--- src/rtl/sync_fifo.sv ---
// Single-clock FIFO holding expected results; occupancy-counted, with a
// synchronous clear used for start and timeout flushes.
module sync_fifo #(
    parameter int G_WIDTH = 9,
    parameter int G_DEPTH = 4
) (
    input  logic               i_clk,
    input  logic               i_rst,
    input  logic               i_clr_i,
    input  logic               i_push_i,
    input  logic               i_pop_i,
    input  logic [G_WIDTH-1:0] i_data_i,
    output logic [G_WIDTH-1:0] o_data_o,
    output logic               o_full_o,
    output logic               o_empty_o
);

    localparam int AW = $clog2(G_DEPTH);

    logic [G_WIDTH-1:0] mem_q [G_DEPTH];
    logic [AW-1:0]      wr_ptr_q;
    logic [AW-1:0]      rd_ptr_q;
    logic [AW:0]        count_q;
    logic               wr_en;
    logic               rd_en;

    // A push while full is only accepted when a pop frees the slot this cycle.
    assign rd_en = i_pop_i && !o_empty_o;
    assign wr_en = i_push_i && (!o_full_o || rd_en);

    always_ff @(posedge i_clk or posedge i_rst) begin
        if (i_rst) begin
            wr_ptr_q <= '0;
            rd_ptr_q <= '0;
            count_q  <= '0;
        end else if (i_clr_i) begin
            wr_ptr_q <= '0;
            rd_ptr_q <= '0;
            count_q  <= '0;
        end else begin
            if (wr_en) begin
                wr_ptr_q <= wr_ptr_q + AW'(1);
            end
            if (rd_en) begin
                rd_ptr_q <= rd_ptr_q + AW'(1);
            end
            count_q <= count_q + (AW+1)'(wr_en) - (AW+1)'(rd_en);
        end
    end

    always_ff @(posedge i_clk) begin
        if (wr_en) begin
            mem_q[wr_ptr_q] <= i_data_i;
        end
    end

    assign o_data_o  = mem_q[rd_ptr_q];
    assign o_full_o  = (count_q == (AW+1)'(G_DEPTH));
    assign o_empty_o = (count_q == '0);

endmodule

--- config.mk ---
export PLATFORM = sky130hd
export DESIGN_NAME = sync_fifo
export DESIGN_NICKNAME = d
export VERILOG_FILES = /design/src/rtl/sync_fifo.sv
export SDC_FILE = /design/constraint.sdc
export NUM_CORES = 1
export LEC_CHECK = 0
export ABC_AREA = 1
export CORE_ASPECT_RATIO = 0.75
export CORE_MARGIN = 4
export CORE_UTILIZATION = 48
export CTS_BUF_LIST = sky130_fd_sc_hd__clkbuf_2 sky130_fd_sc_hd__clkbuf_4 sky130_fd_sc_hd__clkbuf_8
export DETAILED_ROUTE_END_ITERATION = 10
export HOLD_SLACK_MARGIN = 0.03
export PLACE_DENSITY_LB_ADDON = 0.25
export SETUP_SLACK_MARGIN = 0.1
export SLEW_MARGIN = 40
export SYNTH_ARGS = -nofsm -noshare
export SYNTH_HDL_FRONTEND = slang
export SYNTH_SLANG_ARGS = --single-unit
--- constraint.sdc ---
create_clock -name i_clk -period 1.6 [get_ports i_clk]
set_input_delay 0.16 -clock i_clk [delete_from_list [all_inputs] [get_ports i_clk]]
set_output_delay 0.16 -clock i_clk [all_outputs]
set_load 0.01 [all_outputs]
=== Word-level counts from Yosys, hierarchy flattened ===
Memories as Yosys holds them, arrays and structs flattened.
Index checks and enable logic that the tools add are counted.
Widths: inputs -> output; s select.

* $add $sub $neg: 4
* $mul: 0
* Div/mod/pow operators: 0
* $lt $le $gt $ge: 0
* Equality and inequality tests: 1
* Shift-type cells: 0
* Muxes and demuxes: 7
* Bitwise gates (word level): 0
* Reductions and logical operators: 8

{| class="wikitable"
|+ Operator list
! kind !! number
|-
| $mux 2 || 4
|-
| $add 2x1->2 const B || 2
|-
| $reduce_bool 2->1 || 2
|-
| $add 3x1->3 || 1
|-
| $eq 3x3->1 const B || 1
|-
| $logic_not 3->1 || 1
|-
| $mux 3 || 1
|-
| $sub 3x1->3 || 1
|-
| $logic_and 1x1->1 || 2
|-
| $logic_not 1->1 || 2
|-
| $mux 1 || 2
|-
| $logic_or 1x1->1 || 1
|}

* Flip-flop bits (word level): 7
* Latch bits: 0
* Memory bits (writable): 36
* ROM bits: 0
* Bits of input ports: 14
* Memories kept: 1

{| class="wikitable"
|+ Memory list
! name !! words !! bits a word !! rd ports !! clocked after Yosys merged registers in !! write ports !! line !! text
|-
| mem_q || 4 || 9 || 1 || 0 || 1 || 20 || <nowiki>logic [G_WIDTH-1:0] mem_q [G_DEPTH];</nowiki>
|}

=== Logic depth before layout (Yosys ltp) ===
* Word-level depth: 8
* Mapped depth: 11
* Gate-level depth less buffers: 11

=== Least setup slack after synthesis ===
No wires, ideal clock.

* Kind: register to register
* Start: register count_q[1]
* End: register count_q[2]
* Arrival: 1561 ps
* Required time: 1483 ps
* Path slack: -78 ps
* Stages on the path, launching flop included: 11
* Buffers on the path: 0
* Period minus slack after synthesis: 1678 ps
* Cells stage by stage: dfrtp_1 -> nor2_4 -> nand2_2 -> nand2_2 -> nand3_1 -> o21ai_1 -> ha_1 -> inv_1 -> fa_1 -> nor2_1 -> nor2_1

* Longest elaborated chain between the ends: 8
* Elaborated cells on any way between the ends: 10
* Those cells by class: 2 x add/sub; 1 x eq/ne; 1 x mux; 6 x reduce/logical

{| class="wikitable"
|+ RTL lines
! item !! line !! text
|-
| from (decl) || 23 || <nowiki>logic [AW:0] count_q;</nowiki>
|-
| from (signal assigned) || 47 || <nowiki>count_q <= count_q + (AW+1)'(wr_en) - (AW+1)'(rd_en);</nowiki>
|-
| $logic_not 3->1 || 59 || <nowiki>assign o_empty_o = (count_q == '0);</nowiki>
|-
| $logic_not 1->1 || 28 || <nowiki>assign rd_en = i_pop_i && !o_empty_o;</nowiki>
|-
| $logic_and 1x1->1 || 28 ||
|-
| $logic_or 1x1->1 || 29 || <nowiki>assign wr_en = i_push_i && (!o_full_o || rd_en);</nowiki>
|-
| $logic_and 1x1->1 || 29 ||
|-
| $add 3x1->3 || 47 ||
|-
| $sub 3x1->3 (*) || 47 ||
|-
| $mux 3 (*) || 36 || <nowiki>end else if (i_clr_i) begin</nowiki>
|}

Mark *: on every way between the ends. The rest lies on a longest branch, timed or not.
A chain may end at the register's enable or synchronous reset.

=== Final worst setup path ===
* Start: register count_q[0]
* End: register count_q[1]

Same word-level chain as after synthesis.

==> impl_results.md <==
- Outcome: finished, violations left
- Failing checks: setup timing
- Path category of the worst min-delay check: primary input to async pin
- Fraction of the yosys area taken by sequential cells: 64.28%
- HPWL after detailed placement: 2790 um
- Number of placement rows: 19
- Iteration count of the initial detailed-routing pass: 4
- Area of combinational cells with multiple inputs: 768.2 sq um
- Largest clock skew in the final design: 0.004252 ns
- Max-slew violation total from the final report: 0
- Starting density of the core: 51.70%
- Num CTS Buffers: 5
- Critical path capture point type: register
- Sequential Area: 1259 sq um
- Fillcell total: 240
- Post-Route Utilization: 72.19%
- Via count of the first global-routing pass: 1360
- Worst R2R End: count_q[1]
- Routed vias: 1302
- Cts-stage hold buffer count: 0
- Clock tree buffer depth: 2
- VDD IR-drop max: 0.9955 mV
- Post-route setup slack: -0.1589 ns
- Placed instance area: 2410 sq um
- Average wire per cell in the routed design: 16.78 um
- Overall die area: 5167 sq um
- Slew at the pin closest to its max-slew limit: 0.2868 ns
- Power density relative to cell area: 1499 nW/um^2
- Remaining antenna violation count: 0
- Setup crit start kind: register
- Initial antenna violation count: 0
- Clk sink count: 43
- Maximum number of pins on one net before global-route repair: 16
- Final design area excluding fillers: 2729 sq um
- Worst Setup Slack post-DPL: -0.2445 ns
- Critical path required time: 1.78 ns
- Synth Warn #: 0
- Routed via count divided by cell count: 5.066
- Final Cycle Share: 109.9%
- Violation count after the first detailed-routing iteration: 105
- Endpoints failing setup: 2
- Clk slew on worst S/H paths: 0.08 ns
- Die Span Y: 63.26 um
- Routed wire length: 4313 um
- Number of port buffers: 24
- Htree depth: 2
- Nets@finish: 224
- Commonest non-fill, non-tap cells in the layout: 36 x edfxtp_1, 19 x buf_4, 16 x nor2_1
- Clk Latency, worst-skew pair: 0.29 ns
- Crit path arrival time: 1.94 ns
- Reg-to-reg setup timing slack: -0.16 ns
- Worst setup path category: register to register
- Count of inserted antenna diode cells: 0
- Buffer cell driving the clock tree root: clkbuf_8
- Number of distinct library cells after synthesis: 22
- Layout overhead on the synthesized area: 39.63%
- PnR Total Power: 4.090 mW
- Unrepaired setup endpoints after global routing: yes
- Max Cap Viol: 0
- DRC: 0
- Gr ovfl total: 0
- Highest achievable clock rate: 568.5 MHz
- Synth Net Count: 169
- First-pass GRT wire length: 6637 um
- Ports placed on the boundary: 25
- Final count of hold timing violations: 0
- Tmin final: 1.759 ns
- Mean instance size in the synthesized netlist: 13.12 sq um
- Number of synthesized register bits: 43
- Die X: 81.68 um
- Synthesized netlist cell count: 149
- GPL Wtd Cong: 0.8084
- Reg2reg path depth: 9
- Leading cell type in the layout, fill and taps excluded: edfxtp_1
- Worst rel slew slack: 80.86%
- Area of the mapped netlist: 1954 sq um
- Biggest fanout along the worst timing path: 3
- Placeable core area: 3780 sq um
- CP Launch Point: count_q[0]
- Tot GR Track Use: 17.26%
- Leakage power of the design: 1.039 nW
- CTS tree: built
- Crit path to: count_q[1]
- FF-to-FF Start: count_q[0]
- Proportion of layout cells with a drive suffix above 1: 47.80%
## flip-flops by register name, indices dropped and copies added (netlist names)
name,count
count_q,3
wr_ptr_q,2
rd_ptr_q,2
mem_q,36
## per-stage QoR
step / std cells / hold slack, ns / setup TNS [ns]
after floorplan: 149 / -0.03667 / -0.07188
after global placement: 243 / 0.4126 / -0.6695
after detailed placement: 243 / 0.4196 / -2.700
after CTS: 258 / 0.1049 / -0.1446
after global routing: 257 / 0.1290 / -0.4258
final: 257 / 0.1020 / -0.2519
## critical path, cell delays in order, from the launching register on
cell	delay (ns)
dfrtp_1	0.40
nor2_4	0.06
nand2_2	0.08
nand2_2	0.07
buf_4	0.14
o21ai_2	0.12
ha_2	0.19
inv_2	0.04
fa_2	0.51
nor2_1	0.04
## layer usage
layer | share of wire (%) | track usage, %
met1 | 45 | 22.49
met2 | 51 | 28.35
met3 | 3.5 | 5.128
met4 | 0 | 3.942
met5 | 0 | 0
## final cells by class
class	count	area share [%]
Inverter	16	2.384
Multi-Input combinational cell	86	28.15
Sequential cell	43	46.13
Timing Repair Buffer	52	17.01
Clock buffer	5	2.522
Clock inverter	3	1.421
Tap cell	52	2.384
## cell families (layout without fill, tap and decap cells)
logic type,count (synthesis),count (layout),synth area share (%)
XOR/XNOR,1,1,0.4482
buffers and inverters,20,76,5.185
AND/OR/NAND/NOR,51,51,15.24
flip-flops,43,43,64.28
AO/OA/AOI/OAI,28,28,10.63
adder cells (fa/ha/maj),6,6,4.225
## synth_stat cells
cell type,number,area [sq um]
buf_12,1,20.02
nand3_1,5,25.02
nor3_1,1,5.000
buf_2,2,10.01
nand2_2,3,18.77
o21ai_1,10,50.05
buf_6,1,11.26
nand4_1,4,25.02
clkinv_1,1,3.750
dfrtp_1,7,175.2
fa_1,1,20.02
o22ai_2,9,112.6
ha_1,5,62.56
xor2_1,1,8.760
inv_2,1,3.750
inv_1,14,52.55
nand2_1,7,26.28
o21ai_0,9,45.04
edfxtp_1,36,1081
nand3_2,1,10.01
nor2_4,10,112.6
nor2_1,20,75.07
## timing repair
action	in CTS	in global routing
endpoints found under the setup margin	13	49
gates cloned	1	1
pin swaps	10	8
setup buffers	6	1
gates resized for setup	66	38
## worst min-delay path by stage
stage               cells past startpoint          end
CTS                                     2  wr_ptr_q[1]
floorplan                               1   count_q[0]
global route                            2  wr_ptr_q[0]
global placement                        2  wr_ptr_q[0]
finish                                  2   count_q[2]
detailed placement                      2  wr_ptr_q[1]
## power by group
| group | switching [mW] | leakage, nW | internal [mW] |
|---|---|---|---|
| combinational | 0.974 | 0.563 | 0.867 |
| sequential | 0.0873 | 0.420 | 1.35 |
| clock | 0.353 | 0.0556 | 0.457 |
(Power assumes the default switching activity.)
